## config.mk

```make
export PLATFORM = sky130hd
export DESIGN_NAME = star_motor_driver
export DESIGN_NICKNAME = d
export VERILOG_FILES = /design/src/rtl/star_pkg.sv /design/src/rtl/star_act_bridge.sv /design/src/rtl/star_motor_driver.sv
export SDC_FILE = /design/constraint.sdc
export NUM_CORES = 1
export LEC_CHECK = 0
export ABC_AREA = 1
export BUFFER_PORTS_ARGS = -buffer_cell sky130_fd_sc_hd__buf_4
export CORE_MARGIN = 10
export CORE_UTILIZATION = 37
export CTS_CLUSTER_SIZE = 25
export DETAILED_ROUTE_END_ITERATION = 10
export GPL_ROUTABILITY_DRIVEN = 0
export GPL_TIMING_DRIVEN = 1
export PLACE_DENSITY = 0.51
export SLEW_MARGIN = 20
export SYNTH_ARGS = -nofsm -noshare
export SYNTH_HDL_FRONTEND = slang
export SYNTH_HIERARCHICAL = 1
export SYNTH_SLANG_ARGS = --single-unit
```

## constraint.sdc

```tcl
create_clock -name i_clk -period 2.7 [get_ports i_clk]
set_input_delay 0.27 -clock i_clk [delete_from_list [all_inputs] [get_ports i_clk]]
set_output_delay 0.27 -clock i_clk [all_outputs]
set_load 0.05 [all_outputs]
```

## src/rtl/star_pkg.sv

```systemverilog
// star_pkg: command bit indices, FSM state encodings and command legality check
package star_pkg;
  localparam int CMD_STEP_FWD  = 3;
  localparam int CMD_STEP_BACK = 2;
  localparam int CMD_ACT_FWD   = 1;
  localparam int CMD_ACT_BACK  = 0;
  typedef enum logic [2:0] {S_IDLE, S_SETUP, S_HIGH, S_LOW, S_FAULT} step_st_e;
  typedef enum logic [1:0] {A_OFF, A_FWD, A_BACK, A_DEAD} act_st_e;
  function automatic logic cmd_illegal(input logic [3:0] c);
    return (c[CMD_STEP_FWD] & c[CMD_STEP_BACK]) | (c[CMD_ACT_FWD] & c[CMD_ACT_BACK]) |
           ((c[CMD_STEP_FWD] | c[CMD_STEP_BACK]) & (c[CMD_ACT_FWD] | c[CMD_ACT_BACK]));
  endfunction
endpackage

```

## src/rtl/star_act_bridge.sv

```systemverilog
// star_act_bridge: actuator H-bridge FSM with dead time after every stop
module star_act_bridge
  import star_pkg::*;
#(
  parameter int ACT_DEADTIME = 1000
) (
  input  logic i_clk,
  input  logic i_rst,
  input  logic fwd,
  input  logic back,
  input  logic kill,
  output logic act_fwd,
  output logic act_back,
  output logic busy
);
  act_st_e st_q, st_d, start;
  logic [31:0] ph_q, ph_d;
  always_comb begin
    start = kill ? A_OFF : (fwd & ~back) ? A_FWD : (back & ~fwd) ? A_BACK : A_OFF;
    st_d = st_q == A_OFF  ? start :
           st_q == A_FWD  ? ((kill | ~fwd)  ? A_DEAD : A_FWD) :
           st_q == A_BACK ? ((kill | ~back) ? A_DEAD : A_BACK) :
           ph_q == ACT_DEADTIME - 1 ? start : A_DEAD;
    ph_d = st_d == st_q ? ph_q + 32'd1 : '0;
  end
  always_ff @(posedge i_clk) begin
    if (i_rst) begin
      st_q     <= A_OFF;
      ph_q     <= '0;
      act_fwd  <= 1'b0;
      act_back <= 1'b0;
      busy     <= 1'b0;
    end else begin
      st_q     <= st_d;
      ph_q     <= ph_d;
      act_fwd  <= st_d == A_FWD;
      act_back <= st_d == A_BACK;
      busy     <= st_d != A_OFF;
    end
  end
endmodule

```

## src/rtl/star_motor_driver.sv

```systemverilog
// star_motor_driver: stepper pulse generator, actuator drive and fault latch for the star mechanism
module star_motor_driver
  import star_pkg::*;
#(
  parameter int STEP_HIGH    = 50,
  parameter int STEP_PERIOD  = 500,
  parameter int DIR_SETUP    = 100,
  parameter int ACT_DEADTIME = 1000,
  parameter int MAX_STEPS    = 4000,
  parameter int CNT_W        = 16
) (
  input  logic             i_clk,
  input  logic             i_rst,
  input  logic [3:0]       i_cmd,
  output logic             o_step,
  output logic             o_dir,
  output logic             o_step_en,
  output logic             o_act_fwd,
  output logic             o_act_back,
  output logic             o_busy,
  output logic             o_fault,
  output logic [CNT_W-1:0] o_step_cnt
);
  step_st_e st_q, st_d;
  logic [31:0] ph_q, ph_d;
  logic [CNT_W-1:0] cnt_q, cnt_d;
  logic dir_q, dir_d, step_busy_q, act_busy;
  logic ill, st_cmd, lim, last_low, kill;
  always_comb begin
    ill      = cmd_illegal(i_cmd);
    st_cmd   = i_cmd[CMD_STEP_FWD] | i_cmd[CMD_STEP_BACK];
    lim      = st_q == S_LOW && cnt_q >= CNT_W'(MAX_STEPS);
    last_low = st_q == S_LOW && ph_q == STEP_PERIOD - STEP_HIGH - 1;
    st_d = st_q == S_FAULT ? (i_cmd == 4'b0 ? S_IDLE : S_FAULT) :
           (ill | lim)     ? S_FAULT :
           st_q == S_IDLE  ? (st_cmd ? S_SETUP : S_IDLE) :
           st_q == S_SETUP ? (ph_q == DIR_SETUP - 1 ? S_HIGH : S_SETUP) :
           st_q == S_HIGH  ? (ph_q == STEP_HIGH - 1 ? S_LOW : S_HIGH) :
           !last_low ? S_LOW : !st_cmd ? S_IDLE :
           i_cmd[CMD_STEP_FWD] == dir_q ? S_HIGH : S_SETUP;
    ph_d  = st_d == st_q ? ph_q + 32'd1 : '0;
    dir_d = st_d == S_FAULT ? 1'b0 :
            (st_d == S_SETUP && st_q != S_SETUP) ? i_cmd[CMD_STEP_FWD] : dir_q;
    cnt_d = st_d == S_SETUP ? '0 :
            (st_q == S_HIGH && st_d == S_LOW && ~&cnt_q) ? cnt_q + CNT_W'(1) : cnt_q;
    kill  = st_d == S_FAULT;
  end
  always_ff @(posedge i_clk) begin
    if (i_rst) begin
      st_q        <= S_IDLE;
      ph_q        <= '0;
      dir_q       <= 1'b0;
      cnt_q       <= '0;
      o_step      <= 1'b0;
      o_step_en   <= 1'b0;
      o_fault     <= 1'b0;
      step_busy_q <= 1'b0;
    end else begin
      st_q        <= st_d;
      ph_q        <= ph_d;
      dir_q       <= dir_d;
      cnt_q       <= cnt_d;
      o_step      <= st_d == S_HIGH;
      o_step_en   <= st_d inside {S_SETUP, S_HIGH, S_LOW};
      o_fault     <= st_d == S_FAULT;
      step_busy_q <= st_d != S_IDLE;
    end
  end
  star_act_bridge #(.ACT_DEADTIME(ACT_DEADTIME)) u_act (
    .i_clk   (i_clk),
    .i_rst   (i_rst),
    .fwd     (i_cmd[CMD_ACT_FWD]),
    .back    (i_cmd[CMD_ACT_BACK]),
    .kill    (kill),
    .act_fwd (o_act_fwd),
    .act_back(o_act_back),
    .busy    (act_busy)
  );
  assign o_dir      = dir_q;
  assign o_step_cnt = cnt_q;
  assign o_busy     = step_busy_q | act_busy;
endmodule

```

==> impl_metrics.json <==
{
  "timing.final.crit_share_pct": 90.4,
  "slew_violations": 0,
  "start_kind": "flop",
  "min_path_type": "in -> reg",
  "busiest_layer": "met2",
  "fin_crit_ns": 2.44,
  "portBuffers": 28,
  "slew_headroom_pct": 63.6,
  "num_antenna_cells": 0,
  "arrival_ns": 2.73,
  "avgSynthCellArea_um2": 6.68,
  "fin_skew_ns": 0.0123,
  "layout_common_cells": "nand2_1 (192), nor2_1 (161), inv_1 (107)",
  "grt_max_degree": 21,
  "met2_usage_pct": 21.7,
  "synth_fa_ha_area_share_pct": 1.15,
  "synthCells": 812,
  "clk_pin_slew_ns": 0.07,
  "drt-pass1-iter-count": 4,
  "synth-compound-area-share_pct": 2.58,
  "crit_path_max_fanout": 20,
  "place_inst": 1020,
  "grt_pass1_wl_mm": 22.1,
  "synth_mux_area_share_pct": 0,
  "ios": 29,
  "drc": 0,
  "netlist_area_um2": 5430,
  "status": "finished clean",
  "cp-end-kind": "flop",
  "die_h_um": 141,
  "worst_pin_slew_ns": 0.542,
  "powerDensity_nw_per_um2": 494,
  "via_per_inst": 4.64,
  "max_clock_freq_mhz": 410,
  "routed_wl_mm": 12.7,
  "clk-insertion-delay-late_ns": 0.35,
  "criticalPathCategory": "reg -> reg",
  "ys_seq_elements": 93,
  "synth.distinct_cells": 32,
  "syn2layout_area_growth_pct": 13.5,
  "vias": 4810,
  "ir_drop_mv": 0.249,
  "grt_use_met1_pct": 16.4,
  "overflow": 0,
  "finalHoldViolations": 0,
  "cts_hold_buf": 0,
  "cts_htree_levels": 3,
  "use_met3_pct": 3.39,
  "drive_gt1_share_pct": 15.5,
  "final_common_cell": "nand2_1",
  "final_nets": 859,
  "setup-tns-final_ns": 0,
  "final_core_util_pct": 42.7,
  "cts-root-buf": "clkbuf_16",
  "detail-route-antenna-nets": 0,
  "coreArea_um2": 14400,
  "dpl_cell_area_um2": 5830,
  "synth_top_family_by_area": "simple AND/OR/NAND/NOR gates",
  "wl_per_cell_um": 12.2,
  "antenna_found_initial": 0,
  "die_area_um2": 19900,
  "nFillCells": 1531,
  "setup_viol": 0,
  "cts_tree": "done",
  "synth-simple-area-share_pct": 44.1,
  "clkSinkCount": 93,
  "die_w_um": 141,
  "synth-xor-area-share_pct": 8.39,
  "power_mw": 3.04,
  "finalInstanceArea_um2": 6160,
  "leakage_nw": 2.40,
  "rows": 44,
  "clockBufferDepth": 2,
  "synth_fp_nets": 823,
  "ys_warn_count": 6,
  "drv_cap": 0,
  "initial_core_util_pct": 37.6,
  "grtUsageTotal_pct": 13.2,
  "cp.required_ns": 2.99,
  "ys.flop_type": "dfxtp_1",
  "drt_iter0_drc": 244,
  "grt_pass1_vias": 4728,
  "rsz0062_at_grt": "false",
  "synthArstFlopShare_pct": 0,
  "cts_buffers": 9,
  "yosysSeqAreaShare_pct": 34.3,
  "layoutNonFillerInstCount": 1037,
  "synth_edf_count": 0,
  "hpwl_mm": 9.88
}
==> synth_stat cells, drive strengths merged, types with 8 or more instances <==
cell type | count | area share [%]
nor3 | 25 | 2.7
nor4 | 8 | 1.2
xnor2 | 15 | 2.4
a21oi | 13 | 1.7
nand3 | 43 | 4.4
nor2 | 206 | 17
inv | 115 | 8.0
dfxtp | 93 | 34
xor2 | 37 | 6.0
nand2 | 201 | 14
nand4 | 25 | 3.3
==> path summary, 6_finish.rpt <==
| check | start | endpoint | slack, ns | depth (start not counted) |
|---|---|---|---|---|
| setup / recovery | ph_q[0]$_SDFF_PP0_ | ph_q[3]$_SDFF_PP0_ | 0.26 | 12 |
| hold / removal | i_rst | st_q[0]$_SDFF_PP0_ | 0.16 | 2 |
| setup reg to reg | ph_q[0]$_SDFF_PP0_ | ph_q[3]$_SDFF_PP0_ | 0.26 | 12 |
| hold reg to reg | u_act/ph_q[0]$_SDFF_PP0_ | u_act/ph_q[0]$_SDFF_PP0_ | 0.46 | 1 |
==> kinds of logic after synthesis <==
family                     count (synthesis)
and+or+nand+nor                          519
DFF                                       93
buffers and inverters                    122
AOI/OAI and AO/OA                         21
adders and majority gates                  5
xor gates and xnor gates                  52
==> flip-flops by register name, indices dropped and copies added, names as in the netlist <==
| name | cells |
|---|---|
| ph_q | 32 |
| u_act/ph_q | 32 |
| o_step_cnt | 16 |
| st_q | 3 |
| u_act/st_q | 2 |
| o_dir | 1 |
| o_fault | 1 |
| o_step | 1 |
| o_step_en | 1 |
| step_busy_q | 1 |
| u_act/act_back | 1 |
| u_act/act_fwd | 1 |
| u_act/busy | 1 |
==> power breakdown <==
group / internal (mW) / switching (mW)
clock network: 0.748 / 0.571
registers: 1.40 / 0.0217
logic: 0.0929 / 0.202
==> routing by layer <==
metal | wire, um | part of all wire, %
met1 | 6010 | 48
met2 | 5960 | 47
met3 | 519 | 4.1
met4 | 160 | 1.3
met5 | 0 | 0
==> through the flow <==
| stage | hold WS (ns) | setup WS (ns) |
|---|---|---|
| 2_1_floorplan | 0.342 | 0.362 |
| 3_3_place_gp | 0.426 | 0.327 |
| 3_5_place_dp | 0.445 | 0.205 |
| 4_1_cts | 0.149 | 0.212 |
| 5_1_grt | 0.158 | 0.0380 |
| 6_report | 0.162 | 0.258 |
==> worst max-delay path, stage by stage (launching register included) <==
cell	delay, ns
dfxtp_1	0.40
ha_1	0.23
nand3_1	0.09
nor2_1	0.11
nand2_1	0.07
o21bai_2	0.20
nand3_2	0.16
nand2_1	0.14
inv_2	0.07
nand2_1	0.10
nand4_4	0.39
buf_12	0.33
nor2_2	0.08
==> cell type report <==
type	instances	area, um^2	share of cell area (%)
clock buffers	10	239	3.88
flip-flops and latches	93	1860	30.2
clock inverters	6	67.6	1.10
repair buffers	32	265	4.31
well taps	184	230	3.74
inverters	115	432	7.01
multi-input cells	597	3060	49.7
==> timing repair <==
| item | CTS | global route |
|---|---|---|
| gates resized for setup | 0 | 1 |
| setup buffers | 0 | 1 |
| setup endpoints to repair | 0 | 20 |
No activity file was read; power rests on OpenSTA's default activity.
